==> src/rtl/load_store_unit.sv <==
// load_store_unit: memory-access stage running one handshaked data-bus transaction per request.
// Optional feature macro LSU_MISALIGN_TRAP_EN: misaligned half/word accesses trap instead of going to the bus.
module load_store_unit #(
  parameter int XLEN = 32
) (
  input  logic            clk,
  input  logic            reset,
  input  logic            req_valid,
  input  logic            req_we,
  input  logic [2:0]      req_funct3,
  input  logic [XLEN-1:0] req_addr,
  input  logic [XLEN-1:0] req_wdata,
  output logic            stall,
  output logic            done,
  output logic            misalign,
  output logic [XLEN-1:0] rdata_out,
  output logic            bus_req,
  output logic            bus_we,
  output logic [XLEN-1:0] bus_addr,
  output logic [3:0]      bus_be,
  output logic [XLEN-1:0] bus_wdata,
  input  logic            bus_ack,
  input  logic [XLEN-1:0] bus_rdata
);

  typedef enum logic [1:0] {
    IDLE = 2'd0,
    REQ  = 2'd1,
    DONE = 2'd2
  } state_e;

  localparam logic [1:0] SZ_BYTE = 2'b00;
  localparam logic [1:0] SZ_HALF = 2'b01;
  localparam logic [1:0] SZ_WORD = 2'b10;

  state_e            state_q, state_d;
  logic              bus_req_q, bus_req_d;
  logic              bus_we_q, bus_we_d;
  logic [XLEN-1:0]   bus_addr_q, bus_addr_d;
  logic [3:0]        bus_be_q, bus_be_d;
  logic [XLEN-1:0]   bus_wdata_q, bus_wdata_d;
  logic              done_q, done_d;
  logic              misalign_q, misalign_d;
  logic [XLEN-1:0]   rdata_q, rdata_d;
  logic [1:0]        lane_q, lane_d;
  logic [1:0]        size_q, size_d;
  logic              uns_q, uns_d;

  logic [1:0]        req_size_s;
  logic [1:0]        req_lane_s;
  logic [3:0]        req_be_s;
  logic [XLEN-1:0]   req_wdata_s;
  logic              req_misalign_s;

  // Select the byte/half at the given lane and sign- or zero-extend it.
  function automatic logic [XLEN-1:0] extend_load(
    input logic [XLEN-1:0] word,
    input logic [1:0]      lane,
    input logic [1:0]      size,
    input logic            uns
  );
    logic [XLEN-1:0] sh;
    logic [XLEN-1:0] res;
    sh = word >> {lane, 3'b000};
    case (size)
      SZ_BYTE: res = uns ? {24'h000000, sh[7:0]}  : {{24{sh[7]}}, sh[7:0]};
      SZ_HALF: res = uns ? {16'h0000, sh[15:0]}   : {{16{sh[15]}}, sh[15:0]};
      default: res = word;
    endcase
    return res;
  endfunction

  // Decode size, lane, byte enables, store lanes and misalignment of the presented request.
  always_comb begin
    req_size_s     = req_funct3[1] ? SZ_WORD : {1'b0, req_funct3[0]};
    req_lane_s     = 2'b00;
    req_be_s       = 4'b1111;
    req_wdata_s    = req_wdata;
    req_misalign_s = 1'b0;
    case (req_size_s)
      SZ_BYTE: begin
        req_lane_s  = req_addr[1:0];
        req_be_s    = 4'b0001 << req_addr[1:0];
        req_wdata_s = {4{req_wdata[7:0]}};
      end
      SZ_HALF: begin
        req_lane_s  = {req_addr[1], 1'b0};
        req_be_s    = 4'b0011 << {req_addr[1], 1'b0};
        req_wdata_s = {2{req_wdata[15:0]}};
      end
      default: begin
        req_lane_s  = 2'b00;
        req_be_s    = 4'b1111;
        req_wdata_s = req_wdata;
      end
    endcase
`ifdef LSU_MISALIGN_TRAP_EN
    if (req_size_s == SZ_HALF) begin
      req_misalign_s = req_addr[0];
    end else if (req_size_s == SZ_WORD) begin
      req_misalign_s = (req_addr[1:0] != 2'b00);
    end else begin
      req_misalign_s = 1'b0;
    end
`else
    req_misalign_s = 1'b0;
`endif
  end

  // Next-state and registered-output logic for the IDLE/REQ/DONE handshake.
  always_comb begin
    state_d     = state_q;
    bus_req_d   = bus_req_q;
    bus_we_d    = bus_we_q;
    bus_addr_d  = bus_addr_q;
    bus_be_d    = bus_be_q;
    bus_wdata_d = bus_wdata_q;
    rdata_d     = rdata_q;
    lane_d      = lane_q;
    size_d      = size_q;
    uns_d       = uns_q;
    done_d      = 1'b0;
    misalign_d  = 1'b0;
    case (state_q)
      IDLE: begin
        if (req_valid && req_misalign_s) begin
          done_d     = 1'b1;
          misalign_d = 1'b1;
          state_d    = DONE;
        end else if (req_valid) begin
          bus_req_d   = 1'b1;
          bus_we_d    = req_we;
          bus_addr_d  = {req_addr[XLEN-1:2], 2'b00};
          bus_be_d    = req_be_s;
          bus_wdata_d = req_wdata_s;
          lane_d      = req_lane_s;
          size_d      = req_size_s;
          uns_d       = req_funct3[2];
          state_d     = REQ;
        end else begin
          state_d = IDLE;
        end
      end
      REQ: begin
        // The transaction completes even if req_valid was withdrawn meanwhile.
        if (bus_ack) begin
          bus_req_d = 1'b0;
          done_d    = 1'b1;
          state_d   = DONE;
          if (!bus_we_q) begin
            rdata_d = extend_load(bus_rdata, lane_q, size_q, uns_q);
          end else begin
            rdata_d = rdata_q;
          end
        end else begin
          state_d = REQ;
        end
      end
      DONE: begin
        state_d = IDLE;
      end
      default: begin
        bus_req_d = 1'b0;
        state_d   = IDLE;
      end
    endcase
  end

  // State and output registers; reset drops bus_req immediately.
  always_ff @(posedge clk or posedge reset) begin
    if (reset) begin
      state_q     <= IDLE;
      bus_req_q   <= 1'b0;
      bus_we_q    <= 1'b0;
      bus_addr_q  <= {XLEN{1'b0}};
      bus_be_q    <= 4'b0000;
      bus_wdata_q <= {XLEN{1'b0}};
      done_q      <= 1'b0;
      misalign_q  <= 1'b0;
      rdata_q     <= {XLEN{1'b0}};
      lane_q      <= 2'b00;
      size_q      <= 2'b00;
      uns_q       <= 1'b0;
    end else begin
      state_q     <= state_d;
      bus_req_q   <= bus_req_d;
      bus_we_q    <= bus_we_d;
      bus_addr_q  <= bus_addr_d;
      bus_be_q    <= bus_be_d;
      bus_wdata_q <= bus_wdata_d;
      done_q      <= done_d;
      misalign_q  <= misalign_d;
      rdata_q     <= rdata_d;
      lane_q      <= lane_d;
      size_q      <= size_d;
      uns_q       <= uns_d;
    end
  end

  assign stall     = req_valid && (state_q != DONE);
  assign done      = done_q;
  assign misalign  = misalign_q;
  assign rdata_out = rdata_q;
  assign bus_req   = bus_req_q;
  assign bus_we    = bus_we_q;
  assign bus_addr  = bus_addr_q;
  assign bus_be    = bus_be_q;
  assign bus_wdata = bus_wdata_q;

endmodule

==> config.mk <==
export PLATFORM = sky130hd
export DESIGN_NAME = load_store_unit
export DESIGN_NICKNAME = d
export VERILOG_FILES = /design/src/rtl/load_store_unit.sv
export SDC_FILE = /design/constraint.sdc
export NUM_CORES = 1
export LEC_CHECK = 0
export BUFFER_PORTS_ARGS = -buffer_cell sky130_fd_sc_hd__buf_2
export CAP_MARGIN = 15
export CELL_PAD_IN_SITES_DETAIL_PLACEMENT = 1
export CELL_PAD_IN_SITES_GLOBAL_PLACEMENT = 2
export CORE_MARGIN = 1.5
export CORE_UTILIZATION = 29
export DETAILED_ROUTE_END_ITERATION = 10
export PLACE_DENSITY = 0.91
export REMOVE_ABC_BUFFERS = 1
export SYNTH_ARGS = -nofsm -noshare
export SYNTH_HDL_FRONTEND = slang
export SYNTH_SLANG_ARGS = --single-unit
==> constraint.sdc <==
create_clock -name clk -period 7.1 [get_ports clk]
set_clock_uncertainty 0.2 [all_clocks]
set_input_delay 1.42 -clock clk [delete_from_list [all_inputs] [get_ports clk]]
set_output_delay 1.42 -clock clk [all_outputs]
set_load 0.05 [all_outputs]
Yosys cells after proc, flatten, opt, wreduce, memory -nomap -nowiden
Index checks and enable logic that the tools add are counted.
- flip-flop bits (word level): 108
- input bits: 104
- output and inout port bits: 105
- logic and storage cells: 45
- eq/ne operators: 7
- shifts and indexed selects: 3
- muxes and demuxes: 15
- bitwise operators: 2
- reductions and logical operators: 7
- operators by type and width (kind ; count):
    $pmux 32 s2 ; 2
    $mux 32 ; 2
    $shr 32x5->16 ; 1
    $pmux 2 s2 ; 2
    $pmux 4 s2 ; 1
    $eq 2x1->1 const B ; 3
    $logic_not 2->1 ; 3
    $ne 2x2->1 const B ; 3
    $reduce_and 3->1 ; 2
    $mux 1 ; 5
    $mux 2 ; 2
    $shl 1x2->4 const A ; 1
    $shl 2x2->4 const A ; 1
    $pmux 1 s3 ; 1
    $eq 2x2->1 const B ; 1
    $not 1->1 ; 2
    $reduce_and 2->1 ; 1
    $logic_and 1x1->1 ; 1

Longest topological paths before layout
Gate-level depths: netlist of the first run.
- depth after elaboration: 3
- mapped depth: 7
- depth with buffers taken out: 4

Least setup slack after synthesis of the first run
No wires, ideal clock.
- kind: input-to-output
- from: input port req_valid
- to: output port stall
- data arrival time: 2559 ps
- required time: 5480 ps
- slack: 2921 ps
- cell stages on the path: 1
- buffers on the path: 0
- cell sequence: a21boi_0
- word-level cells in the longest chain between the ends: 1
- RTL lines (what ; RTL line ; text):
    start, declared ; 8 ; input logic req_valid,
    $logic_and 1x1->1 ; 200 ; assign stall = req_valid && (state_q != DONE);
    end, declared ; 13 ; output logic stall,
No other way between the ends.

Worst setup path after layout of the first run
Same ends and word-level chain as after synthesis.

==> results of run 1 <==
-- placed cells by master (no fill, tap or decap), drive strengths merged --
master and count:
a21boi 1, a21oi 23, a22o 6, a22oi 2
a2bb2oi 6, a31oi 1, and3 1, and3b 1
buf 210, clkbuf 10, clkinvlp 2, conb 3
dfrtp 107, inv 9, mux2 1, mux2i 36
nand2 188, nand2b 3, nand3 34, nand3b 1
nand4bb 1, nor2 23, nor2b 4, nor3 2
o211ai 1, o21ai 40, o22ai 8, o2bb2ai 1
o31ai 1, or2 6
-- per-layer routing --
| layer | vias up | wire length, um |
|---|---|---|
| met4 | 0 | 133 |
| met2 | 169 | 7080 |
| li1 | 2164 | - |
| met1 | 2192 | 6860 |
| met5 | - | 0 |
| met3 | 9 | 1530 |
-- registers in the layout (all words and copies together) (netlist names) --
signal / flops
state_q: 1
rdata_out: 32
bus_wdata: 32
size_q: 2
bus_addr: 30
lane_q: 2
done: 1
bus_we: 1
uns_q: 1
bus_req: 1
bus_be: 4
-- power by group --
group	switching (mW)	internal, mW
sequential	0.120	0.805
combinational	1.02	0.294
clock	0.250	0.256
-- area by class of cell --
| type | count | area (um^2) |
|---|---|---|
| fillers | 2038 | 10300 |
| flip-flops and latches | 107 | 2680 |
| multi-input cells | 394 | 2060 |
| repair buffers | 210 | 1060 |
| well taps | 220 | 275 |
| clock buffers | 10 | 239 |
| clock inverters | 6 | 55.1 |
| inverters | 5 | 21.3 |
-- kinds of logic after synthesis --
| kind of cell | after synthesis |
|---|---|
| buffers and inverters | 46 |
| AOI/OAI and AO/OA | 90 |
| other | 1 |
| and+or+nand+nor | 264 |
| DFF | 107 |
| muxes | 37 |
-- path summary, 6_finish.rpt --
check / slack, ps / to / from
min in group asynchronous: 920 / bus_wdata[27]$_DFFE_PP0P_ / reset
min: 270 / bus_addr[24]$_DFFE_PP0P_ / bus_addr[24]$_DFFE_PP0P_
max: 3460 / stall / req_valid
max reg2reg: 4650 / rdata_out[27]$_DFFE_PP0P_ / lane_q[1]$_DFFE_PP0P_
min reg2reg: 270 / bus_addr[24]$_DFFE_PP0P_ / bus_addr[24]$_DFFE_PP0P_
max in group asynchronous: 4500 / rdata_out[27]$_DFFE_PP0P_ / reset
-- worst min-delay path: stages (launching register included) --
cell and delay (ps):
dfrtp_1 340, nand2_1 50, nand2_1 50
-- stage by stage --
| step | instances | total power [mW] | hold slack (ps) | instance area [um^2] | utilization [%] |
|---|---|---|---|---|---|
| detailed placement | 936 | 2.27 | 258 | 6090 | 36.6 |
| global route | 952 | 2.91 | 307 | 6390 | 38.4 |
| global placement | 936 | 2.24 | 253 | 6090 | 36.6 |
| floorplan | 506 | 1.90 | 273 | 4740 | - |
| CTS | 952 | 2.79 | 278 | 6390 | 38.4 |
| finish | 952 | 2.75 | 271 | 6390 | 38.4 |
==> results.cfg, run 1 <==
[cts]
cts_tree = done
path_clk_slew_ps = 80
clock-sinks = 107
cts_root_buf = clkbuf_16
postCtsSetupRepairBufs = 0
post_cts_resized = 0
cts_max_level = 3
cts_buffers = 9
insertion_delay_ps = 350
clock_path_buffers = 2
hold_buffers = 0

[sta]
tns_ps = 0
fin_ws_ps = 3460
setup_viol = 0
timing_hold_violations_final = 0
fin_crit_ps = 3640
fmax_ghz = 0.275
tightest_slew_ps = 956
slew_headroom_pct = 36.3
rsz0062_at_grt = false
finalCritPeriodShare_pct = 51.2
drv_slew = 0

[setup_path]
max_stage_delay_ps = 280
crit_chain = buf_2 > a21boi_0 > buf_2
cpLargestDelayFamily = buffers and inverters
cp_data_required_time_ps = 5480
crit_path_max_fanout = 5
timing.setup.critical_path_class = input port to output pin
reg2reg_depth = 4
cpMostUsedCell = buf_2
critPathBufInv = 2
slowest_stage = buf_2
cp.depth = 3
endpoint_kind = output pin
start_kind = input port
cp.arrival_ps = 2020

[synth]
ys_types = 39
postSynthCellCount = 545
synth-main-ff-cell = dfrtp_1
ys_ff_latch = 107
yosys.area_share.simple_pct = 22.1
synth_edf_count = 0
synthMuxAreaShare_pct = 7.76
synth-adder-area-share_pct = 0
synth_seq_area_share_pct = 54.1
ys_warn_count = 0
yosysMostFrequentCell = nand2_1
synth_compound_area_share_pct = 11.1
synth_area_leaders = dfrtp_1 54%, nand2_1 14%, mux2i_1 7.1%
synth_area_mm2 = 0.00495
synth_top_area_share_pct = 54.1
synth_top_cell_by_area = dfrtp_1
syn-mean-instance-area_um2 = 9.09
synth-xor-area-share_pct = 0
synth_common_cells = 188 x nand2_1, 107 x dfrtp_1, 40 x o21ai_0, 35 x mux2i_1, 34 x nand3_1
async_reset_ff_share_pct = 100
synth_top_family_by_area = simple AND/OR/NAND/NOR gates

[die]
dieHeight_um = 134
die_area_mm2 = 0.0179
core_mm2 = 0.0166
num_rows = 47
initial_utilization_pct = 29.8
die_w_um = 134
ios = 209

[place]
gp_congestion = 0.757
io_buffers = 205
post-dp-hpwl_um = 10900
place_ws_ps = 3470

[route]
vias = 4534
viasPerCell = 4.76
ant_nets = 0
drc_errors = 0
routedWlPerCell_um = 16.4
drt_pass1_iterations = 4
initialDrtViolationCount = 172
wl_um = 15600

[layout]
nNetsFinal = 831
drive_above_1_share_pct = 32.7
antenna_cells = 0
area_growth_pct = 29.0

[global_route]
globalRoute.busiestLayer = met2
grt_usage_pct = 17.9
grt_util_met3_pct = 7.42
grt_pass1_wl_um = 25300
antenna_found_initial = 0
grt_use_met2_pct = 28.1
grt_max_degree = 96
grt-ovfl-total = 0
grt_pass1_vias = 4767
grtUsageMet1_pct = 23.2

[min_path]
min_path_cells = 2
hp-class = register to register

[power_and_ir_drop]
leakage_nw = 3.40
irDropWorstVdd_mv = 0.172
powerDensity_mw_per_mm2 = 430

[status]
status = completed

[job]
cap_violations = 0
(Power assumes the default switching activity.)
==> run 2, diff against run 1 <==
--- a/config.mk
+++ b/config.mk
@@ -10,9 +10,9 @@
 export CELL_PAD_IN_SITES_DETAIL_PLACEMENT = 1
 export CELL_PAD_IN_SITES_GLOBAL_PLACEMENT = 2
 export CORE_MARGIN = 1.5
-export CORE_UTILIZATION = 29
+export CORE_UTILIZATION = 27
 export DETAILED_ROUTE_END_ITERATION = 10
-export PLACE_DENSITY = 0.91
+export PLACE_DENSITY = 0.86
 export REMOVE_ABC_BUFFERS = 1
 export SYNTH_ARGS = -nofsm -noshare
 export SYNTH_HDL_FRONTEND = slang
==> constraint.sdc (replaced) <==
create_clock -name clk -period 3.6 [get_ports clk]
set_clock_uncertainty 0.2 [all_clocks]
set_input_delay 0.72 -clock clk [delete_from_list [all_inputs] [get_ports clk]]
set_output_delay 0.72 -clock clk [all_outputs]
set_load 0.05 [all_outputs]
==> results.cfg, run 2 (same netlist as run 1, synthesis figures left out) <==
[setup_path]
cp_data_required_time_ps = 3590
endpoint_kind = register
cpLargestDelayFamily = compound AO/OA/AOI/OAI gates
crit_path_max_fanout = 16
critPathBufInv = 1
crit_chain = buf_4 > mux2i_4 > o2bb2ai_2 > o211ai_4 > nand3_1
cp.arrival_ps = 2250
timing.setup.critical_path_class = register to register
start_kind = register
max_stage_delay_ps = 580
slowest_stage = dfrtp_1

[route]
viasPerCell = 4.68
ant_nets = 0
drt_pass1_iterations = 4
wl_um = 15500
routedWlPerCell_um = 16.0
initialDrtViolationCount = 153
drc_errors = 0
vias = 4524

[cts]
cts_tree = done
postCtsSetupRepairBufs = 0
cts_buffers = 9
post_cts_resized = 0
path_clk_slew_ps = 70
insertion_delay_ps = 340
clock-sinks = 107
cts_max_level = 3
clock_path_buffers = 2
cts_root_buf = clkbuf_16
hold_buffers = 0

[sta]
fmax_ghz = 0.443
fin_ws_ps = 1340
tightest_slew_ps = 928
timing_hold_violations_final = 0
rsz0062_at_grt = false
finalCritPeriodShare_pct = 62.7
whs_ps = 250
drv_slew = 0
slew_headroom_pct = 38.1
setup_viol = 0
fin_crit_ps = 2260

[place]
io_buffers = 205
dp_cells = 951
place_area_mm2 = 0.00615
post-dp-hpwl_um = 11200
place_ws_ps = 1250
gp_congestion = 0.743

[power_and_ir_drop]
power.total_mw = 5.52
powerDensity_mw_per_mm2 = 853
irDropWorstVdd_mv = 0.415
leakage_nw = 3.46

[die]
die_area_mm2 = 0.0192
num_rows = 49
die_w_um = 138
core_mm2 = 0.0180
dieHeight_um = 138
initial_utilization_pct = 27.6
ios = 209

[layout]
antenna_cells = 0
layout_commonest_cell = buf_2
drive_above_1_share_pct = 33.2
finalInstanceArea_mm2 = 0.00648
fin_cells = 967
final_cell_mix = 205 x buf_2, 188 x nand2_1, 107 x dfrtp_1
area_growth_pct = 30.8
nNetsFinal = 837

[global_route]
grt_pass1_wl_um = 25700
grt_usage_pct = 16.6
grt_max_degree = 96
grt-ovfl-total = 0
grt_pass1_vias = 4749
antenna_found_initial = 2

[job]
cap_violations = 0

[status]
status = completed

[min_path]
hp-class = input port to asynchronous set/reset pin
==> run 2: cell count changes in the layout (fill, tap and decap cells not counted), sizes merged <==
cell and change:
bufinv +2, buf +6, clkinv +3, inv -3, clkinvlp -2
==> run 2: through the flow <==
step / setup TNS (ps) / util (%)
detailed placement: 0 / 34.2
floorplan: -14690 / -
CTS: 0 / 36.1
finish: 0 / 36.1
global placement: 0 / 34.2
global route: 0 / 36.1
==> run 2: path summary, 6_finish.rpt <==
path | startpoint | end | slack (ps) | cells past startpoint
worst max-delay path | lane_q[1]$_DFFE_PP0P_ | rdata_out[18]$_DFFE_PP0P_ | 1340 | 5
worst min-delay path | reset | bus_wdata[5]$_DFFE_PP0P_ | 250 | 2
worst max register to register | lane_q[1]$_DFFE_PP0P_ | rdata_out[18]$_DFFE_PP0P_ | 1340 | 5
worst min register to register | bus_addr[23]$_DFFE_PP0P_ | bus_addr[23]$_DFFE_PP0P_ | 280 | 2
max in group asynchronous | reset | rdata_out[6]$_DFFE_PP0P_ | 2050 | 3
min in group clk | bus_addr[23]$_DFFE_PP0P_ | bus_addr[23]$_DFFE_PP0P_ | 280 | 2
==> run 2: layout make-up <==
| class | instances | area (um^2) |
|---|---|---|
| flip-flops and latches | 107 | 2680 |
| multi-input cells | 394 | 2060 |
| inverters | 5 | 21.3 |
| fillers | 2211 | 11500 |
| clock inverters | 6 | 87.6 |
| well taps | 229 | 287 |
| repair buffers | 216 | 1110 |
| clock buffers | 10 | 239 |
==> run 2: layer usage <==
layer | global-route usage [%] | share of wire [%]
met2 | 26.6 | 46
met4 | 3.77 | 0.99
met1 | 21.6 | 45
met3 | 5.96 | 7.9
met5 | 0 | 0.084
==> run 2: report_power, final <==
| group | internal [mW] | total (mW) | leakage (nW) | switching, mW |
|---|---|---|---|---|
| Sequential | 1.59 | 1.82 | 1.32 | 0.232 |
| Combinational | 0.587 | 2.61 | 1.97 | 2.02 |
| Clock | 0.631 | 1.10 | 0.163 | 0.467 |
